$ cat config.mk
export PLATFORM = sky130hd
export DESIGN_NAME = pipe_hazard_ctrl
export DESIGN_NICKNAME = d
export VERILOG_FILES = /design/src/rtl/pipe_hazard_ctrl.sv
export SDC_FILE = /design/constraint.sdc
export NUM_CORES = 1
export LEC_CHECK = 0
export CORE_MARGIN = 8
export CORE_UTILIZATION = 34
export DETAILED_ROUTE_END_ITERATION = 8
export PLACE_DENSITY_LB_ADDON = 0.15
export SYNTH_ARGS = -nofsm -noshare
export SYNTH_HDL_FRONTEND = slang
export SYNTH_SLANG_ARGS = --single-unit
$ cat constraint.sdc
create_clock -name clk -period 2.25 [get_ports clk]
set_input_delay 0.5625 -clock clk [delete_from_list [all_inputs] [get_ports clk]]
set_output_delay 0.5625 -clock clk [all_outputs]
set_load 0.03 [all_outputs]
$ cat src/rtl/pipe_hazard_ctrl.sv
// Stall/flush sequencer for the 5-stage MIPS pipeline: load-use, multi-cycle double ops, taken branches.
// Optional HAZARD_STATS_EN adds saturating stall_cycles / flush_events counters.
module pipe_hazard_ctrl #(
  parameter int DBL_LAT = 3,
  parameter int REG_W   = 5
) (
  input  logic             clk,
  input  logic             rst_n,
  input  logic [REG_W-1:0] rs_D,
  input  logic [REG_W-1:0] rt_D,
  input  logic             uses_rt_D,
  input  logic [REG_W-1:0] writereg_X,
  input  logic             memread_X,
  input  logic             regwrite_X,
  input  logic             double_X,
  input  logic             branch_taken_X,
  output logic             stall_F,
  output logic             stall_D,
  output logic             stall_X,
  output logic             flush_D,
  output logic             flush_X,
  output logic             bubble_M,
  output logic             busy
`ifdef HAZARD_STATS_EN
  ,
  output logic [31:0]      stall_cycles,
  output logic [15:0]      flush_events
`endif
);

  typedef enum logic {IDLE, DBL_BUSY} state_t;

  localparam logic [3:0] CNT_LOAD = 4'(DBL_LAT - 1);

  state_t     state_q, state_d;
  logic [3:0] cnt_q, cnt_d;
  logic       lu;

  assign lu = memread_X & regwrite_X & (writereg_X != '0) &
              ((writereg_X == rs_D) | (uses_rt_D & (writereg_X == rt_D)));

  always_ff @(posedge clk) begin
    if (!rst_n) begin
      state_q <= IDLE;
      cnt_q   <= '0;
    end else begin
      state_q <= state_d;
      cnt_q   <= cnt_d;
    end
  end

  always_comb begin
    state_d  = state_q;
    cnt_d    = cnt_q;
    stall_F  = 1'b0;
    stall_D  = 1'b0;
    stall_X  = 1'b0;
    flush_D  = 1'b0;
    flush_X  = 1'b0;
    bubble_M = 1'b0;
    busy     = 1'b0;
    unique case (state_q)
      IDLE: begin
        // A taken branch squashes the D instruction, so its load-use hazard is moot.
        if (branch_taken_X) begin
          flush_D = 1'b1;
          flush_X = 1'b1;
        end else if (double_X && (DBL_LAT > 1)) begin
          stall_F  = 1'b1;
          stall_D  = 1'b1;
          stall_X  = 1'b1;
          bubble_M = 1'b1;
          cnt_d    = CNT_LOAD;
          state_d  = DBL_BUSY;
        end else if (lu) begin
          stall_F = 1'b1;
          stall_D = 1'b1;
          flush_X = 1'b1;
        end
      end
      DBL_BUSY: begin
        // X inputs are frozen while ID/EX is held, so branch and lu are not evaluated here.
        busy = 1'b1;
        if (cnt_q > 4'd1) begin
          stall_F  = 1'b1;
          stall_D  = 1'b1;
          stall_X  = 1'b1;
          bubble_M = 1'b1;
          cnt_d    = cnt_q - 4'd1;
        end else begin
          cnt_d   = '0;
          state_d = IDLE;
        end
      end
      default: state_d = IDLE;
    endcase
  end

`ifdef HAZARD_STATS_EN
  logic [31:0] stall_cycles_q;
  logic [15:0] flush_events_q;

  always_ff @(posedge clk) begin
    if (!rst_n) begin
      stall_cycles_q <= '0;
      flush_events_q <= '0;
    end else begin
      if (stall_F && (stall_cycles_q != '1)) stall_cycles_q <= stall_cycles_q + 32'd1;
      if (flush_D && (flush_events_q != '1)) flush_events_q <= flush_events_q + 16'd1;
    end
  end

  assign stall_cycles = stall_cycles_q;
  assign flush_events = flush_events_q;
`endif

endmodule

==> results of run 1 <==
[worst min path at each step]
stage	depth (start not counted)	from	to	slack [ns]
6_report	2	cnt_q[3]	cnt_q[3]	0.53
2_1_floorplan	2	cnt_q[3]	cnt_q[3]	0.49
4_1_cts	2	cnt_q[3]	cnt_q[3]	0.53
3_5_place_dp	2	cnt_q[3]	cnt_q[3]	0.52
5_1_grt	2	cnt_q[3]	cnt_q[3]	0.58
3_3_place_gp	2	cnt_q[3]	cnt_q[3]	0.52
[repair_timing]
action                     in CTS  in global routing
pin swaps                      11                  6
setup buffers                   0                  1
hold buffers                    0                  0
gates resized for setup        40                 18
setup endpoints to repair       5                  5
[sequential cells by signal, indices dropped and copies added (netlist names)]
name,cells
cnt_q,4
state_q,1
[power groups by stage]
stage / registers [mW] / clock network [mW] / logic [mW]
finish: 0.0977 / 0.104 / 0.146
CTS: 0.0974 / 0.109 / 0.140
floorplan: 0.0989 / 0 / 0.0642
global placement: 0.0987 / 0 / 0.142
detailed placement: 0.0989 / 0 / 0.143
global route: 0.0980 / 0.115 / 0.160
[cell usage in the layout (no fill, tap or decap), types with 2 or more instances in the layout]
cell type and count:
clkbuf_2 2, clkdlybuf4s50_1 6, xor2_2 2, o21ai_0 3
clkbuf_4 3, nor2_1 4, nand2_1 3, dfxtp_1 5
o31a_1 2, buf_4 12, dlygate4sd2_1 7, ha_1 2
inv_1 4, nor2b_1 3, nand4_1 2, buf_2 5
a21boi_0 2, buf_6 2, nor3_1 2, nor2_2 2
xor2_1 7
[cells by family after synthesis]
family / Yosys count / synth area share
buffers and inverters: 7 / 0.0791
and+or+nand+nor: 21 / 0.243
AOI/OAI and AO/OA: 12 / 0.175
adders and majority gates: 2 / 0.0565
DFF: 5 / 0.226
xor gates and xnor gates: 10 / 0.198
muxes: 1 / 0.0226
[stage by stage]
stage,utilization,std cells,setup TNS (ns)
global placement,0.625,107,-1.46
global route,0.670,112,-0.231
detailed placement,0.625,107,-1.48
floorplan,-,58,0
finish,0.670,112,-0.0123
CTS,0.647,111,0
[layout make-up]
cell class | instances | share of cell area
multi-input combinational | 46 | 0.431
timing repair buffer | 38 | 0.379
sequential | 5 | 0.119
clock buffer | 4 | 0.0313
tap | 15 | 0.0224
inverter | 4 | 0.0179
[routing by layer]
metal  wire length, um  vias to the layer above  global-route usage
li1                  -                      277                   -
met1               543                      256               0.110
met2               830                       17               0.234
met3                75                        0              0.0484
met4                 0                        0              0.0310
met5                 0                        -                   0
[worst register-to-register path, stage by stage (launching register included)]
cell and delay (ns):
dfxtp_1 0.36, inv_1 0.06, ha_1 0.20, nor2_1 0.16, o31a_1 0.18, buf_4 0.12
o21ai_0 0.06, a21boi_0 0.14
==> results_tabular.tex, run 1 <==
\begin{tabular}{lr}
\hline
Metric & Value \\
\hline
\multicolumn{2}{l}{\textbf{Status}} \\
Run status & finished, violations left \\
Violated checks & setup timing \\
\multicolumn{2}{l}{\textbf{Pwr}} \\
IR drop worst, VDD & around 0.29 mV \\
Combinational power share & 0.420 \\
Reg power frac & 0.281 \\
Internal Dissipation & between 200 and 250 uW \\
Switching Power & 112 uW \\
Overall power of the completed layout & 347 uW \\
Power Density & roughly 410 nW/um\^{}2 \\
Sw frac & 0.323 \\
Clock network fraction of total power & 0.299 \\
Leakage power total & $\sim$0.38 nW \\
\multicolumn{2}{l}{\textbf{Placed design}} \\
Port Buf Inserts & 28 \\
Weighted congestion reported at the end of routability-driven placement & 0.717 \\
HPWL Detailed & 1170 um \\
DP Worst Slack & -0.318 ns \\
Placed inst area & 783 sq um \\
\multicolumn{2}{l}{\textbf{Timing}} \\
Min setup slack post-route & -0.00623 ns \\
Worst-Margin Slew & 0.347 ns \\
Maximum clock frequency & 443 MHz \\
Post-layout min period & 2.26 ns \\
Worst Hold Margin & 0.529 ns \\
Total count of hold-check failures in the final report & 0 \\
Share of the clock period used by the worst path & 1.00 \\
Worst clock skew on the final layout & $\sim$0.00022 ns \\
Relative slew slack & 0.769 \\
Final Max Slew Viols & 0 \\
RSZ-0062 raised after global routing & true \\
Endpoints failing setup & 2 \\
\multicolumn{2}{l}{\textbf{Synth}} \\
Post-synthesis cell area & 443 sq um \\
Ys Warns & 0 \\
Number of nets in the synthesized netlist & 82 \\
Main synth FF type & dfxtp\_1 \\
Leading cell types by count after synthesis & 9 x xor2\_1, 6 x nor2\_1, 5 x dfxtp\_1 \\
Number of synthesized register bits & 5 \\
Post-synthesis async set-or-reset flop share & 0 \\
Cells after Synth & 58 \\
Post-synthesis average cell area & $\sim$7.6 sq um \\
Area leader, netlist & dfxtp\_1 \\
Top cells by area, synth & dfxtp\_1 23\%, xor2\_1 18\%, ha\_1 5.6\% \\
Count of flip-flops with a built-in enable after synthesis & 0 \\
Most common cell in the synthesized netlist & xor2\_1 \\
Post-synth top area share & 0.226 \\
Synth unique cells & 23 \\
Portion of the post-synthesis area used by sequential elements & 0.226 \\
\multicolumn{2}{l}{\textbf{Floorplan}} \\
Die height & 52.1 um \\
Full die area & 2710 sq um \\
Area of the placeable core & between 1000 and 1500 sq um \\
Initial core utilization & 0.354 \\
Number of rows in the core area & 13 \\
I/O pins & 29 \\
Die span in x & roughly 52 um \\
\multicolumn{2}{l}{\textbf{Worst setup path}} \\
Critical path arrival & 1.69 ns \\
Buf+Inv Stages, Crit Path & 2 \\
List of cells traversed by the critical path & buf\_8 -> xor2\_2 -> nor4\_2 -> a32oi\_2 -> o21ai\_2 -> buf\_6 \\
Worst r2r dst & cnt\_q[3] \\
Dominant delay contributor by cell family on the critical path & compound AO/OA/AOI/OAI gates \\
Timing startpoint of the critical path & writereg\_X[2] \\
Launch instance of the worst register-to-register path & cnt\_q[0] \\
Capturing element of the worst setup path & stall\_F \\
Setup slack of the most critical reg-to-reg path & 0.91 ns \\
Critical path depth in cells & 6 \\
Kind of end point of the critical path & primary output \\
CP Data Required Time & 1.69 ns \\
Worst Setup Path Type & input pin to primary output \\
Kind of start point of the critical path & input pin \\
Maximum fanout along the worst path & 2 \\
Slowest cell on crit path & nor4\_2 \\
Maximum single-stage delay on the critical path & 0.32 ns \\
Count of cells along the worst register-to-register path & 7 \\
\multicolumn{2}{l}{\textbf{CTS}} \\
Buffer levels on the longest clock path & 2 \\
TritonCTS clock tree & yes \\
Clock buffer count from CTS & 3 \\
Master cell of the clock root buffer & clkbuf\_4 \\
Number of clock sinks & 5 \\
Clk pin slew, worst setup/hold paths & 0.04 ns \\
Clock network latency to the later pin of the worst-skew pair & 0.24 ns \\
Number of levels in the clock H-tree & 1 \\
\multicolumn{2}{l}{\textbf{Routing}} \\
Routed vias/inst & 4.91 \\
Number of remaining DRC errors & 0 \\
Count of routing violations after the opening detailed-route iteration & 5 \\
Total detailed-routing wirelength & 1450 um \\
Iteration count of the initial detailed-routing pass & 4 \\
Total via count after detailed routing & 550 \\
Final antenna-violating net count & 0 \\
Average detailed-routed wire length per instance & $\sim$13 um \\
\multicolumn{2}{l}{\textbf{Layout}} \\
Number of fill cells in the layout & 120 \\
Area of combinational cells with multiple inputs & 362 sq um \\
Diode insertion count for antenna repair & 0 \\
Sequential cell area in the final layout & between 100 and 150 sq um \\
Synth-to-layout area growth & 89.5\% \\
Fraction of layout cells with a size suffix above 1 & 0.371 \\
\# nets final & approximately 120 \\
Layout Cell Area excl Fill & between 800 and 900 sq um \\
\multicolumn{2}{l}{\textbf{Global routing}} \\
Vias in the first global route & 632 \\
First-pass GRT wire length & between 2000 and 3000 um \\
Global-route total usage across every layer & 0.120 \\
Number of antenna violations at the first check in global routing & 0 \\
Pin count of the biggest net entering global routing & 11 \\
Total global routing overflow & 0 \\
\multicolumn{2}{l}{\textbf{Hold path}} \\
Class of the most critical hold timing path & flop to flop \\
\multicolumn{2}{l}{\textbf{Run}} \\
Max Cap Violations & 0 \\
\hline
\end{tabular}
Power figures use the tool's default switching activity.
==> run 2: changes to the inputs <==
Settings changed: CTS_CLUSTER_SIZE set to 25.
==> results of run 2 <==
The final DEF is identical to that of run 1; final timing and power are the same.
